<file path="config.mk">
export PLATFORM = sky130hd
export DESIGN_NAME = dpi_prot_secret
export DESIGN_NICKNAME = d
export VERILOG_FILES = /design/src/rtl/dpi_prot_pkg.sv /design/src/rtl/dpi_prot_passthru.sv /design/src/rtl/dpi_prot_secret.sv
export SDC_FILE = /design/constraint.sdc
export NUM_CORES = 1
export LEC_CHECK = 0
export BUFFER_PORTS_ARGS = -buffer_cell sky130_fd_sc_hd__buf_2
export CORE_AREA = 2 2 262 264
export CTS_CLUSTER_DIAMETER = 30
export CTS_CLUSTER_SIZE = 20
export DETAILED_ROUTE_END_ITERATION = 6
export DIE_AREA = 0 0 264 266
export PLACE_DENSITY = 0.34
export SYNTH_ARGS = -nofsm -noshare
export SYNTH_HDL_FRONTEND = slang
export SYNTH_SLANG_ARGS = --single-unit
</file>
<file path="constraint.sdc">
create_clock -name clk -period 2.1 [get_ports clk]
set_input_delay 0.21 -clock clk [delete_from_list [all_inputs] [get_ports clk]]
set_output_delay 0.21 -clock clk [all_outputs]
set_load 0.1 [all_outputs]
</file>
<file path="src/rtl/dpi_prot_pkg.sv">
// Shared widths and types for the protected accumulator/pass-through block.
// Channel widths straddle the 32/64/128-bit word boundaries on purpose.
package dpi_prot_pkg;

  localparam int ACCUM_W = 32;
  localparam int S_NUM = 7;
  localparam int S_WIDTHS [S_NUM] = '{1, 2, 8, 33, 64, 65, 129};

  typedef logic [ACCUM_W-1:0] accum_t;
  typedef logic [0:0]   s1_t;
  typedef logic [1:0]   s2_t;
  typedef logic [7:0]   s8_t;
  typedef logic [32:0]  s33_t;
  typedef logic [63:0]  s64_t;
  typedef logic [64:0]  s65_t;
  typedef logic [128:0] s129_t;

endpackage

</file>
<file path="src/rtl/dpi_prot_passthru.sv">
// Zero-latency, full-width wire-through for one channel.
module dpi_prot_passthru #(
  parameter int W = 1
) (
  input  logic [W-1:0] i_d,
  output logic [W-1:0] o_d
);

  assign o_d = i_d;

endmodule

</file>
<file path="src/rtl/dpi_prot_secret.sv">
// Registered 32-bit running accumulator plus combinational pass-through channels.
// The sum wraps modulo 2^ACCUM_W; rst clears it synchronously.
module dpi_prot_secret
  import dpi_prot_pkg::*;
#(
  parameter int ACCUM_W = dpi_prot_pkg::ACCUM_W
) (
  input  logic               clk,
  input  logic               rst,
  input  logic [ACCUM_W-1:0] accum_in,
  output logic [ACCUM_W-1:0] accum_out,
  input  logic               s1_in,
  output logic               s1_out,
  input  logic [1:0]         s2_in,
  output logic [1:0]         s2_out,
  input  logic [7:0]         s8_in,
  output logic [7:0]         s8_out,
  input  logic [32:0]        s33_in,
  output logic [32:0]        s33_out,
  input  logic [63:0]        s64_in,
  output logic [63:0]        s64_out,
  input  logic [64:0]        s65_in,
  output logic [64:0]        s65_out,
  input  logic [128:0]       s129_in,
  output logic [128:0]       s129_out
);

  // Power-up value of 0 so a parent that never pulses rst still starts from zero.
  logic [ACCUM_W-1:0] r_accum = '0;

  always_ff @(posedge clk) begin
    if (rst) begin
      r_accum <= '0;
    end else begin
      r_accum <= r_accum + accum_in;
    end
  end

  assign accum_out = r_accum;

  dpi_prot_passthru #(.W(S_WIDTHS[0])) u_pt_s1 (
    .i_d (s1_in),
    .o_d (s1_out)
  );

  dpi_prot_passthru #(.W(S_WIDTHS[1])) u_pt_s2 (
    .i_d (s2_in),
    .o_d (s2_out)
  );

  dpi_prot_passthru #(.W(S_WIDTHS[2])) u_pt_s8 (
    .i_d (s8_in),
    .o_d (s8_out)
  );

  dpi_prot_passthru #(.W(S_WIDTHS[3])) u_pt_s33 (
    .i_d (s33_in),
    .o_d (s33_out)
  );

  dpi_prot_passthru #(.W(S_WIDTHS[4])) u_pt_s64 (
    .i_d (s64_in),
    .o_d (s64_out)
  );

  dpi_prot_passthru #(.W(S_WIDTHS[5])) u_pt_s65 (
    .i_d (s65_in),
    .o_d (s65_out)
  );

  dpi_prot_passthru #(.W(S_WIDTHS[6])) u_pt_s129 (
    .i_d (s129_in),
    .o_d (s129_out)
  );

endmodule

</file>
==> key figures <==
Placement
  – Port Buffers: 65
  – Dpl cell area: 5055 sq um
  – Detailed Place HPWL: 17690 um
  – DP Cell Count: 1363
  – Worst slack at placement: -0.3461 ns
  – Global placement routability congestion: 0.7275

Yosys
  – Syn nets: 1009
  – Register area share after synthesis: 12.85%
  – Library cells used by synthesis: 53
  – Mapped Cells: 641
  – Most instantiated library cell after synthesis: buf_4
  – Commonest cells post-synth: 302 x buf_4, 37 x nor2_1, 36 x a21oi_1, 32 x dfxtp_1, 31 x ha_1
  – Synth warn: 0
  – Number of synthesized flops with an enable pin: 0
  – Top_reg_cell synth: dfxtp_1
  – Top cells by area, synth: buf_4 45%, dfxtp_1 13%, ha_1 7.8%
  – Asr flop ratio synth: 0%
  – Register bit total from synthesis: 32
  – Yosys top cell by area: buf_4
  – Syn Area/Cell: 7.775 sq um
  – Synth top area share: 45.49%
  – Synthesized area: 4984 sq um

Global routing
  – Total GRT Usage: 5.669%
  – Global-route wire length before repair: 28400 um
  – GR Overflow Total: 0
  – Largest net degree at the start of global routing: 36
  – Antenna violations before repair: 15
  – Vias in the first global route: 3940

Cells and area
  – FF+latch area: 749.5 sq um
  – Final nets: 866
  – Synth-to-layout area growth: 13.61%
  – Multi-input logic area: 2506 sq um
  – Fin area: 5662 sq um
  – Layout cell share with drive strength beyond 1: 54.51%
  – Non-Filler Instances: 1383
  – Max reg flops: 32
  – Fillers: 7992

CTS
  – Clk_lat worst skew: 0.29 ns
  – Clock buffer depth: 2
  – TritonCTS Sinks: 32
  – Root Buffer: clkbuf_16
  – Clock transition at path regs: 0.06 ns
  – CTS tree: done
  – Clock H-tree levels: 2
  – Hold_buf cts: 0
  – Num CTS Buffers: 5

Floorplanning
  – Starting Density: 7.356%
  – Die area: 70220 sq um
  – Core area: 67750 sq um
  – Die width: 264 um
  – Die Height: 266 um
  – # rows: 96
  – I/O pins: 670

STA
  – Least-Margin Pin Slew: 0.7412 ns
  – Tmin final: 2.367 ns
  – Slew HR: 50.59%
  – Hold Vio Cnt, Final: 0
  – PnR worst setup slack: -0.2674 ns
  – Fin crit share: 112.7%
  – Final setup viols: 13
  – Max Transition Viols Final: 0
  – Hold_ws: 0.2817 ns
  – RSZ-0062 raised after global routing: true
  – Peak Freq: 0.4224 GHz
  – Clock Skew: 0.007986 ns

Worst setup path
  – Crit Path Max Fanout: 4
  – Setup Crit Path Kind: reg -> reg
  – Arrival @ worst endpoint: 2.55 ns
  – Crit end category: flip-flop
  – CP required: 2.28 ns
  – Setup crit start kind: flip-flop

Status
  – Outcome: complete, but fails checks
  – Failing checks: negative setup slack

Routing
  – DRT Pass-1 Iters: 4
  – Post-route DRC: 0
  – DR vias: 3628
  – Final WL: 20550 um
  – Routed Antenna Nets: 0
  – Wirelength per Cell: 14.86 um
  – 1st-iter DRT viols: 161
  – Vias per cell: 2.623

Worst hold path
  – Worst Hold Class: in -> reg

Power
  – Total power: 9.400 mW
  – Power Dens Cells: 1660 nW/um^2
  – Max IR drop VDD: 0.4082 mV
  – Static leakage power: 2.123 nW

Job
  – MaxCap Viol Count: 0
-- power breakdown --
group          internal [mW]  switching, mW  leakage (nW)
logic                   2.73           4.52          1.76
registers               1.02          0.238         0.283
clock network          0.560          0.336        0.0809
total                   4.31           5.09          2.12
-- routing by layer --
layer / global-route usage [%] / wire, um
met2: 9.395 / 9552
met1: 5.392 / 7033
met4: 3.102 / 1126
met3: 3.586 / 2796
met5: 0 / 40
-- placed cells by master, fill, tap and decap left out, types with 3 or more instances in the layout --
| cell | synthesis | final |
|---|---|---|
| buf_4 | 302 | 93 |
| buf_2 | 3 | 65 |
| nor2_1 | 37 | 36 |
| dfxtp_4 | 0 | 29 |
| nand2_1 | 25 | 24 |
| a21oi_1 | 36 | 22 |
| ha_4 | 0 | 16 |
| a21o_1 | 15 | 14 |
| ha_1 | 31 | 13 |
| nor2b_1 | 11 | 11 |
| a21oi_2 | 0 | 11 |
| o21a_1 | 10 | 10 |
| xor2_1 | 11 | 10 |
| nand3_1 | 10 | 9 |
| o21ai_1 | 10 | 8 |
| o21ai_0 | 8 | 7 |
| nand4_1 | 7 | 7 |
| inv_1 | 6 | 6 |
| buf_6 | 1 | 6 |
| nor3_1 | 9 | 5 |
| mux2_1 | 8 | 5 |
| nor3_2 | 1 | 5 |
| xnor2_1 | 8 | 5 |
| clkbuf_16 | 0 | 5 |
| a211o_1 | 5 | 4 |
| o211ai_1 | 3 | 3 |
| a21oi_4 | 0 | 3 |
| a221oi_2 | 0 | 3 |
| xnor2_2 | 0 | 3 |
| or2_1 | 3 | 3 |
| mux2_4 | 0 | 3 |
| dfxtp_1 | 32 | 3 |
-- through the flow --
stage / setup TNS (ns) / util [%]
2_1_floorplan: -1.296 / -
3_3_place_gp: -2.452 / 7.462
3_5_place_dp: -2.500 / 7.462
4_1_cts: -1.678 / 8.093
5_1_grt: -3.157 / 8.350
6_report: -1.263 / 8.357
-- critical path, cell delays in order (launching register included) --
cell and delay [ns]:
dfxtp_4 0.35, ha_4 0.16, fa_2 0.35, a21o_4 0.24
a211o_1 0.31, a21oi_4 0.21, o31ai_4 0.11, a31oi_1 0.18
mux2_1 0.34
-- cells by family (layout without fill, tap and decap cells) --
group	after synthesis	after routing	share of synthesized area, %
buf+inv	321	179	47.15
xor+xnor	19	19	3.339
compound gates	116	116	15.82
simple gates	113	113	10.85
mux	8	8	1.808
flops	32	32	12.85
other cells	0	2	0
fa+ha+maj	32	32	8.185
-- what timing repair did --
item                                    CTS  global route
resized for setup                        38            25
pin swaps                                17            18
endpoints found under the hold margin     0             0
buffers inserted                          5             6
endpoints found under the setup margin   15            23
-- final timing paths --
check,startpoint,end,slack (ns),depth (start not counted)
setup / recovery,accum_out[0],accum_out[30],-0.27,8
hold / removal,accum_in[0],accum_out[0],0.28,3
setup reg to reg,accum_out[0],accum_out[30],-0.27,8
hold reg to reg,accum_out[0],accum_out[0],0.61,2
-- cell type report --
type                    instances  area share [%]
well taps                     882           19.49
clock inverters                 2          0.6188
flip-flops and latches         32           13.24
repair buffers                165           19.62
clock buffers                   6           2.276
diodes                          2         0.08840
multi-input cells             288           44.27
inverters                       6          0.3978
(Power assumes the default switching activity.)
